===== src/rtl/lut_eval_pkg.sv =====
// lut_eval_pkg: shared types and helpers for the reprogrammable LUT evaluator.
//   ld_state_e  - loader FSM state (RUN, LOAD)
//   calc_depth  - number of truth-table entries for a given input count
package lut_eval_pkg;

  typedef enum logic [0:0] {
    RUN  = 1'b0,
    LOAD = 1'b1
  } ld_state_e;

  // Truth-table depth for a width-input Boolean function.
  function automatic int calc_depth(input int width);
    return 32'sd1 << width;
  endfunction

endpackage


===== src/rtl/lut_loader.sv =====
// lut_loader: bit-serial truth-table loader with atomic commit.
//   clk, reset_n   - clock, asynchronous active-low reset
//   cfg_start      - one-cycle load request (ignored while loading)
//   cfg_bit        - serial table bit, entry 0 first
//   cfg_valid      - qualifies cfg_bit (ignored while idle unless with cfg_start)
//   cfg_busy       - registered, high while a load is in progress
//   cfg_done       - registered, one-cycle pulse after the commit edge
//   commit         - combinational strobe: the table must take new_table this edge
//   new_table      - complete table including the bit accepted this cycle
module lut_loader
  import lut_eval_pkg::*;
#(
  parameter int WIDTH = 3,
  parameter int DEPTH = calc_depth(WIDTH)
) (
  input  logic             clk,
  input  logic             reset_n,
  input  logic             cfg_start,
  input  logic             cfg_bit,
  input  logic             cfg_valid,
  output logic             cfg_busy,
  output logic             cfg_done,
  output logic             commit,
  output logic [DEPTH-1:0] new_table
);

  localparam logic [WIDTH-1:0] IDX_LAST = WIDTH'(DEPTH - 1);

  ld_state_e        state_r;
  ld_state_e        state_nxt_s;
  logic [WIDTH-1:0] idx_r;
  logic [DEPTH-1:0] shadow_r;
  logic             busy_r;
  logic             done_r;

  logic             accept_s;
  logic [WIDTH-1:0] idx_eff_s;
  logic [DEPTH-1:0] shadow_eff_s;
  logic [DEPTH-1:0] table_nxt_s;
  logic             commit_s;
  logic             busy_nxt_s;
  logic             done_nxt_s;

  // Bit acceptance and shadow merge; a start with valid counts as entry 0
  // of a freshly cleared shadow, so the idle-state view is index 0 / all zero.
  always_comb begin
    accept_s     = 1'b0;
    idx_eff_s    = '0;
    shadow_eff_s = '0;
    case (state_r)
      RUN: begin
        accept_s     = cfg_valid & cfg_start;
        idx_eff_s    = '0;
        shadow_eff_s = '0;
      end
      LOAD: begin
        accept_s     = cfg_valid;
        idx_eff_s    = idx_r;
        shadow_eff_s = shadow_r;
      end
      default: begin
        accept_s     = 1'b0;
        idx_eff_s    = '0;
        shadow_eff_s = '0;
      end
    endcase

    table_nxt_s = shadow_eff_s;
    if (accept_s) begin
      table_nxt_s[idx_eff_s] = cfg_bit;
    end else begin
      table_nxt_s = shadow_eff_s;
    end

    commit_s = accept_s && (idx_eff_s == IDX_LAST);
  end

  // Loader state register.
  always_ff @(posedge clk or negedge reset_n) begin
    if (!reset_n) begin
      state_r <= RUN;
    end else begin
      state_r <= state_nxt_s;
    end
  end

  // Next-state logic; a start that also commits (single-entry table) stays in RUN.
  always_comb begin
    state_nxt_s = state_r;
    case (state_r)
      RUN: begin
        if (cfg_start && !commit_s) begin
          state_nxt_s = LOAD;
        end else begin
          state_nxt_s = RUN;
        end
      end
      LOAD: begin
        if (commit_s) begin
          state_nxt_s = RUN;
        end else begin
          state_nxt_s = LOAD;
        end
      end
      default: state_nxt_s = RUN;
    endcase
  end

  // Output decode; busy and done are registered below so they fall/rise together.
  always_comb begin
    busy_nxt_s = (state_nxt_s == LOAD);
    done_nxt_s = commit_s;
  end

  // Registered status outputs.
  always_ff @(posedge clk or negedge reset_n) begin
    if (!reset_n) begin
      busy_r <= 1'b0;
      done_r <= 1'b0;
    end else begin
      busy_r <= busy_nxt_s;
      done_r <= done_nxt_s;
    end
  end

  // Bit index and shadow register; cleared on commit so the next load starts clean.
  always_ff @(posedge clk or negedge reset_n) begin
    if (!reset_n) begin
      idx_r    <= '0;
      shadow_r <= '0;
    end else if (commit_s) begin
      idx_r    <= '0;
      shadow_r <= '0;
    end else if (accept_s) begin
      idx_r    <= idx_eff_s + WIDTH'(1);
      shadow_r <= table_nxt_s;
    end else if ((state_r == RUN) && cfg_start) begin
      idx_r    <= '0;
      shadow_r <= '0;
    end else begin
      idx_r    <= idx_r;
      shadow_r <= shadow_r;
    end
  end

  assign commit    = commit_s;
  assign new_table = table_nxt_s;
  assign cfg_busy  = busy_r;
  assign cfg_done  = done_r;

endmodule


===== src/rtl/lut_eval.sv =====
// lut_eval: registered, reprogrammable WIDTH-input Boolean function.
//   clk, reset_n       - clock, asynchronous active-low reset
//   in, in_valid       - function inputs and qualifier
//   y, y_valid         - registered result and one-cycle new-result flag
//   cfg_start/bit/valid- bit-serial table load (entry 0 first)
//   cfg_busy, cfg_done - load in progress / one-cycle commit pulse
//   hit_clr            - synchronous clear of the hit counter
//   hit_count          - saturating count of evaluations returning 1
// Build option: define HIT_COUNT_EN to include the hit counter and the
// hit_count port; otherwise hit_clr is accepted and ignored.
module lut_eval
  import lut_eval_pkg::*;
#(
  parameter int                              WIDTH = 3,
  parameter logic [calc_depth(WIDTH)-1:0]    INIT  = 8'b0001_0010,
  parameter int                              CNT_W = 8
) (
  input  logic             clk,
  input  logic             reset_n,
  input  logic [WIDTH-1:0] in,
  input  logic             in_valid,
  output logic             y,
  output logic             y_valid,
  input  logic             cfg_start,
  input  logic             cfg_bit,
  input  logic             cfg_valid,
  output logic             cfg_busy,
  output logic             cfg_done,
  input  logic             hit_clr
`ifdef HIT_COUNT_EN
  ,
  output logic [CNT_W-1:0] hit_count
`endif
);

  localparam int DEPTH = calc_depth(WIDTH);

  logic [DEPTH-1:0] table_r;
  logic             y_r;
  logic             y_valid_r;
  logic             commit_s;
  logic [DEPTH-1:0] new_table_s;
  logic             hit_s;

  lut_loader #(
    .WIDTH(WIDTH),
    .DEPTH(DEPTH)
  ) u_loader (
    .clk      (clk),
    .reset_n  (reset_n),
    .cfg_start(cfg_start),
    .cfg_bit  (cfg_bit),
    .cfg_valid(cfg_valid),
    .cfg_busy (cfg_busy),
    .cfg_done (cfg_done),
    .commit   (commit_s),
    .new_table(new_table_s)
  );

  // Lookup always uses the currently committed table, so an evaluation in
  // the commit cycle still sees the old contents.
  assign hit_s = table_r[in];

  // Committed truth table; only a full load replaces it.
  always_ff @(posedge clk or negedge reset_n) begin
    if (!reset_n) begin
      table_r <= INIT;
    end else if (commit_s) begin
      table_r <= new_table_s;
    end else begin
      table_r <= table_r;
    end
  end

  // Evaluation register; y holds its last value when no input is presented.
  always_ff @(posedge clk or negedge reset_n) begin
    if (!reset_n) begin
      y_r       <= 1'b0;
      y_valid_r <= 1'b0;
    end else if (in_valid) begin
      y_r       <= hit_s;
      y_valid_r <= 1'b1;
    end else begin
      y_r       <= y_r;
      y_valid_r <= 1'b0;
    end
  end

  assign y       = y_r;
  assign y_valid = y_valid_r;

`ifdef HIT_COUNT_EN
  localparam logic [CNT_W-1:0] CNT_MAX = '1;

  logic [CNT_W-1:0] hit_cnt_r;

  // Saturating hit counter; clear has priority over a simultaneous hit.
  always_ff @(posedge clk or negedge reset_n) begin
    if (!reset_n) begin
      hit_cnt_r <= '0;
    end else if (hit_clr) begin
      hit_cnt_r <= '0;
    end else if (in_valid && hit_s && (hit_cnt_r != CNT_MAX)) begin
      hit_cnt_r <= hit_cnt_r + CNT_W'(1);
    end else begin
      hit_cnt_r <= hit_cnt_r;
    end
  end

  assign hit_count = hit_cnt_r;
`else
  logic [CNT_W-1:0] unused_hit_clr_s;
  assign unused_hit_clr_s = {CNT_W{hit_clr}};
`endif

endmodule


===== config.mk =====
export PLATFORM = sky130hd
export DESIGN_NAME = lut_eval
export DESIGN_NICKNAME = d
export VERILOG_FILES = /design/src/rtl/lut_eval_pkg.sv /design/src/rtl/lut_loader.sv /design/src/rtl/lut_eval.sv
export SDC_FILE = /design/constraint.sdc
export NUM_CORES = 1
export LEC_CHECK = 0
export ABC_AREA = 0
export CORE_ASPECT_RATIO = 0.9
export CORE_MARGIN = 5
export CORE_UTILIZATION = 30
export DETAILED_ROUTE_END_ITERATION = 16
export GPL_ROUTABILITY_DRIVEN = 0
export PLACE_DENSITY_LB_ADDON = 0.12
export SLEW_MARGIN = 5
export SYNTH_ARGS = -nofsm -noshare
export SYNTH_HDL_FRONTEND = slang
export SYNTH_SLANG_ARGS = --single-unit

===== constraint.sdc =====
create_clock -name clk -period 1.8 [get_ports clk]
set_clock_uncertainty 0.15 [all_clocks]
set_input_delay 0.45 -clock clk [delete_from_list [all_inputs] [get_ports clk]]
set_output_delay 0.45 -clock clk [all_outputs]
set_load 0.1 [all_outputs]

==> metrics.txt, run 1 <==
Worst-Margin Slew=285.1 ps; IO Pins=14; first-pass GRT wire length=4.705 mm; clock sinks=22; max cap viols=0; area grow syn2layout=34.01%; FP Rows=21; share of cells above drive strength 1=0.2733; Synth cell types=36; xor and xnor fraction of the mapped netlist area=0.01488; Layout Nets=161; PortBufs=12; drt pass-1 iters=4; crit-path cells=buf_4, buf_12; Worst Setup End Kind=primary output; number of setup buffers added after CTS=0; hold crit path type=flip-flop to flip-flop; die height=69.43 µm; Leak=0.7329 nW; Hold Vio Cnt, Final=0; Max transition margin=0.8100; Hold Path Depth=2; Metal-1 WL=1.329 mm; Clock Tree Buf Depth=2; post-route DRC violation count=0; cell-internal power=1.528 mW; Gate power share=0.466; R2R cell count=4; Final Critical Period=1746 ps; Max Slew Vio Count=0; Critical Path RT=1200 ps; crit-path max cell delay=530 ps; gr usage total=0.1075; post-layout util=0.4199; Crit Path Category=flip-flop to primary output; Core Region=3757 µm²; CTS Buf Count=3; syn nets=132; vias in the first global route=983; post-route ant nets=0; multiplexer share of the synthesized area=0.1116; Net Sw Power=0.9258 mW; Post-DP HPWL=2.053 mm; starting density of the core=0.3134; detail-routed net length per standard cell=13.47 µm; PwrDens=1555 nW/µm²; Net Sw Frac=0.3774; most common cell after layout, fill and taps aside=buf_4; register area share after synthesis=0.4697; Post-Synth Simple-Gate Area=0.1764; Root Driver=clkbuf_8; R2R Setup Slk=140 ps; Die X=76.04 µm; most frequent cells in the layout=buf_4 (21), dfrtp_1 (19), nand2_1 (14); Fillers=372; post-synthesis cell count=122; reg2reg end=table_r[6]; Clock Latency Late Sink=270 ps; hold wc startpoint=table_r[4]; Clock power frac=0.191; number of synthesized register bits=22; n_diodes=0; Initial DRC Count=35; die area=5279 µm²; fmax=0.5726 GHz; Total Power=2.453 mW; Flop pwr share=0.343; Tcrit/Tclk final=0.9703; final wirelength=2.640 mm; antenna violations before repair=0; main combinational cell family by area after synthesis=simple AND/OR/NAND/NOR gates; syn_area_per_cell=9.651 µm²; status=finished clean; Startpoint Class=flip-flop; CP Max Fanout=8; WL met3=109 µm; clock slew seen by the registers of the worst setup and hold paths=80 ps; Post-Synth Adder-Cell Area=0; met2 wire len=1.200 mm; Synth Warn #=0; unrepaired setup endpoints after global routing=no; Hold Path End=table_r[4]; largest net degree at the start of global routing=23; Final setup viols=0; Cell Area, Synth=1177 µm²; Congestion Overflow GR=0; H-tree Lvls=1; critical path arrival=1150 ps; Highest Signal Layer=met3; vias per cell=4.847; CP max stage cell=dfrtp_4; RR Startpoint=u_loader.state_r; Max VDD drop=0.0008512 V; DR vias=950; TritonCTS clock tree=done; Synth Area in Compound Gates=0.1647
==> power by group through the flow <==
| stage | Clock [mW] | Sequential, mW | Combinational (mW) |
|---|---|---|---|
| 5_1_grt | 0.508 | 0.871 | 1.27 |
| 3_3_place_gp | 0 | 0.848 | 1.14 |
| 3_5_place_dp | 0 | 0.855 | 1.15 |
| 6_report | 0.467 | 0.842 | 1.14 |
| 4_1_cts | 0.483 | 0.846 | 1.15 |
| 2_1_floorplan | 0 | 0.951 | 0.650 |
==> area by class of cell <==
| cell class | count | area [µm²] | share of cell area |
|---|---|---|---|
| Clock buffer | 3 | 41.29 | 0.02617 |
| Clock inverter | 1 | 30.03 | 0.01903 |
| Inverter | 6 | 22.52 | 0.01427 |
| Multi-Input combinational cell | 85 | 550.5 | 0.3489 |
| Sequential cell | 22 | 556.8 | 0.3529 |
| Tap cell | 46 | 57.56 | 0.03648 |
| Timing Repair Buffer | 33 | 319.1 | 0.2022 |
==> metal layers <==
metal  GRT usage  vias to the layer above
li1            -                      481
met1      0.1498                      454
met2      0.1644                       15
met3     0.03766                        0
met4     0.01186                        0
met5           0                        -
==> sequential cells by signal, summed over array words and instances (netlist names) <==
register           cells
table_r                8
u_loader.cfg_done      1
u_loader.idx_r         3
u_loader.shadow_r      7
u_loader.state_r       1
y                      1
y_valid                1
==> worst max-delay path: cells and delay by family, from the launching register on <==
kind	cells	cell delay (ps)
buffers and inverters	2	340
DFF	1	530
==> how the worst max path moves through the flow <==
| stage | start | end | slack [ps] | depth (start not counted) |
|---|---|---|---|---|
| floorplan | u_loader.state_r | table_r[6] | 3 | 4 |
| global placement | cfg_valid | table_r[6] | -310 | 5 |
| detailed placement | cfg_valid | table_r[6] | -330 | 5 |
| CTS | u_loader.state_r | cfg_busy | 40 | 2 |
| global route | u_loader.state_r | cfg_busy | 10 | 2 |
| finish | u_loader.state_r | cfg_busy | 50 | 2 |
==> per-stage QoR <==
stage / hold WS, ps / instances / cell area (µm²) / setup TNS, ps / setup slack (ps)
2_1_floorplan: 4.409 / 122 / 1181 / 0 / 3.129
3_3_place_gp: 316.0 / 192 / 1505 / -2978 / -307.1
3_5_place_dp: 323.6 / 192 / 1505 / -3235 / -332.8
4_1_cts: 342.1 / 196 / 1575 / 0 / 40.19
5_1_grt: 373.9 / 196 / 1578 / 0 / 12.81
6_report: 335.0 / 196 / 1578 / 0 / 53.53
==> cells by family (layout without fill, tap and decap cells) <==
group	after synthesis	after routing
simple gates	41	41
compound gates	31	31
mux	11	11
buf+inv	15	43
flops	22	22
xor+xnor	2	2
==> repair_timing <==
action | in CTS | in global routing
setup endpoints to repair | 2 | 1
resized for setup | 1 | 1
gates cloned | 0 | 0
hold buffers | 0 | 0
==> synth_stat cells <==
| cell type | n | area [µm²] |
|---|---|---|
| dfstp_2 | 2 | 52.55 |
| nand3b_1 | 1 | 7.510 |
| nor2b_1 | 3 | 18.77 |
| a22o_1 | 3 | 26.28 |
| o31ai_1 | 1 | 7.510 |
| xnor2_1 | 2 | 17.52 |
| nand3_1 | 6 | 30.03 |
| and3_1 | 1 | 6.260 |
| nor3_1 | 3 | 15.01 |
| o21ai_0 | 11 | 55.05 |
| nand4_1 | 1 | 6.260 |
| inv_1 | 6 | 22.52 |
| or4_1 | 1 | 7.510 |
| dfrtp_1 | 20 | 500.5 |
| nand2_1 | 14 | 52.55 |
| buf_6 | 1 | 11.26 |
| a211oi_1 | 1 | 7.510 |
| a21boi_0 | 1 | 7.510 |
| nor2_1 | 6 | 22.52 |
| a21oi_1 | 7 | 35.03 |
| o22ai_1 | 1 | 6.260 |
| clkbuf_2 | 1 | 5.000 |
| mux4_2 | 1 | 22.52 |
| clkbuf_1 | 2 | 7.510 |
| a311oi_1 | 1 | 8.760 |
| a21o_1 | 3 | 22.52 |
| buf_2 | 4 | 20.02 |
| o21ai_2 | 1 | 8.760 |
| mux2i_1 | 6 | 60.06 |
| mux2_4 | 1 | 15.01 |
| o31a_1 | 1 | 8.760 |
| nand2b_1 | 2 | 12.51 |
| or3_4 | 2 | 22.52 |
| nand2_2 | 1 | 6.260 |
| buf_4 | 1 | 7.510 |
| mux2_2 | 3 | 33.78 |
Power figures use the tool's default switching activity.
==> run 2: changes to the inputs <==
--- a/config.mk
+++ b/config.mk
@@ -12,6 +12,7 @@
 export DETAILED_ROUTE_END_ITERATION = 16
 export GPL_ROUTABILITY_DRIVEN = 0
 export PLACE_DENSITY_LB_ADDON = 0.12
+export REMOVE_ABC_BUFFERS = 1
 export SLEW_MARGIN = 5
 export SYNTH_ARGS = -nofsm -noshare
 export SYNTH_HDL_FRONTEND = slang
==> run 2 against run 1 <==
Wire length shrank 1.9%. Clock power shrank 1%. Sequential cell count is the same. Critical path type is now primary input to flip-flop. Largest cell class unchanged. Sequential share of layout area grew 0.18 points. Highest routed layer is now met4. First-iteration DRC count grew 8.6%. Die area is the same. Register-to-register slack gained 80 ps. Via count shrank 1.3%.
==> metrics.txt, run 2 (synthesized netlist as in run 1, its figures left out) <==
Worst-Margin Slew=294.2 ps; detail-routed net length per standard cell=13.55 µm; RR Startpoint=u_loader.state_r; WP buf/inv=1; n_diodes=0; critical path arrival=1760 ps; beginning of the critical path=in[0]; Hold Path Depth=2; vias in the first global route=951; final instance area=1559 µm²; Crit Path Category=primary input to flip-flop; first-pass GRT wire length=4.643 mm; most common cell after layout, fill and taps aside=dfrtp_1; Max VDD drop=0.0005693 V; largest reg by FF count=table_r; Worst Setup End Kind=flip-flop; Hold WS=334.3 ps; Layout Nets=156; post-route ant nets=0; PwrDens=1559 nW/µm²; reg2reg end=table_r[6]; die area=5279 µm²; CP Max Fanout=4; area grow syn2layout=32.41%; Metal-1 WL=1.284 mm; Clock Latency Late Sink=260 ps; H-tree Lvls=1; post-route DRC violation count=0; Tcrit/Tclk final=0.9554; top flop regs=table_r (8), u_loader.shadow_r (7), u_loader.idx_r (3); met2 wire len=1.178 mm; clock sinks=22; hold wc startpoint=table_r[4]; placed insts=187; unrepaired setup endpoints after global routing=no; CP max stage cell=clkdlybuf4s50_1; FP Rows=21; Startpoint Class=primary input; largest net degree at the start of global routing=23; CTS Buf Count=3; R2R Setup Slk=220 ps; Clock Tree Buf Depth=2; drt pass-1 iters=4; fmax=0.5815 GHz; TritonCTS clock tree=done; Initial DRC Count=38; Critical Path RT=1840 ps; final wirelength=2.589 mm; WL met3=111 µm; max cap viols=0; placed cell area=1489 µm²; vias per cell=4.911; starting density of the core=0.3134; status=finished clean; die height=69.43 µm; fin cells=191; Final setup viols=0; hold crit path type=flip-flop to flip-flop; Core Region=3757 µm²; crit-path cells=clkdlybuf4s50_1, mux2i_1, mux4_2, mux2i_1; gr usage total=0.1067; Hold Vio Cnt, Final=0; DR vias=938; Largest delay share family, worst path=multiplexers; Congestion Overflow GR=0; number of flip-flops in the largest register=8; Die X=76.04 µm; Crit path top cell by count=mux2i_1; Root Driver=clkbuf_8; antenna violations before repair=0; PortBufs=12; clock slew seen by the registers of the worst setup and hold paths=80 ps; Max Slew Vio Count=0; Final Critical Period=1720 ps; R2R cell count=4; IO Pins=14; Post-DP HPWL=1.949 mm; Leak=0.7130 nW; most frequent cells in the layout=dfrtp_1 (20), nand2_1 (14), buf_4 (14); Max transition margin=0.8034; share of cells above drive strength 1=0.2414; crit-path max cell delay=600 ps; Hold Path End=table_r[4]; Highest Signal Layer=met4
## run 2: stage by stage
| step | total power, mW | setup slack [ps] | utilization | TNS [ps] |
|---|---|---|---|---|
| after global placement | 1.972 | -315.2 | 0.3963 | -3024 |
| after floorplan | 1.532 | -726.7 | - | -6799 |
| after CTS | 2.457 | 46.40 | 0.4149 | 0 |
| after detailed placement | 1.992 | -330.5 | 0.3963 | -3407 |
| final | 2.430 | 80.25 | 0.4149 | 0 |
| after global routing | 2.614 | 4.148 | 0.4149 | 0 |
## run 2: repair_timing
action | CTS | global route
resized for setup | 1 | 0
setup endpoints to repair | 2 | 0
buffers inserted | 0 | 0
endpoints found under the hold margin | 0 | 0
hold buffers | 0 | 0
## run 2: layout make-up
cell class / count / area, µm²
flip-flops and latches: 22 / 553.0
multi-input cells: 85 / 550.5
repair buffers: 28 / 304.0
clock buffers: 3 / 41.29
well taps: 46 / 57.56
inverters: 6 / 22.52
fillers: 358 / 2198
clock inverters: 1 / 30.03
## run 2: how the worst max path moves through the flow
stage / end / slack [ps] / cells after the start
floorplan: table_r[6] / -730 / 4
global placement: table_r[6] / -320 / 5
detailed placement: table_r[6] / -330 / 5
CTS: y / 50 / 4
global route: y / 4 / 4
finish: y / 80 / 4
## run 2: worst register-to-register path, cell delays in order (launching register included)
cell,delay (ps)
dfrtp_1,410
nand2_2,100
or3_4,400
inv_1,90
mux2_2,330
## run 2: power by group
part / switching, mW / total [mW] / leakage, nW / internal (mW)
sequential: 0.132 / 0.821 / 0.278 / 0.689
clock: 0.165 / 0.462 / 0.0357 / 0.297
combinational: 0.620 / 1.15 / 0.399 / 0.526
## run 2: metal layers
layer | up-vias | global-route usage
met5 | - | 0
met4 | 0 | 0.02569
met3 | 2 | 0.03377
met2 | 16 | 0.1673
met1 | 450 | 0.1421
li1 | 470 | -
==> run 3: changes to the inputs <==
--- a/config.mk
+++ b/config.mk
@@ -11,6 +11,7 @@
 export CORE_UTILIZATION = 30
 export DETAILED_ROUTE_END_ITERATION = 16
 export GPL_ROUTABILITY_DRIVEN = 0
+export HOLD_SLACK_MARGIN = 0.08
 export PLACE_DENSITY_LB_ADDON = 0.12
 export REMOVE_ABC_BUFFERS = 1
 export SLEW_MARGIN = 5
==> results of run 3 <==
No change in the layout: final DEF, timing and power equal those of run 2.
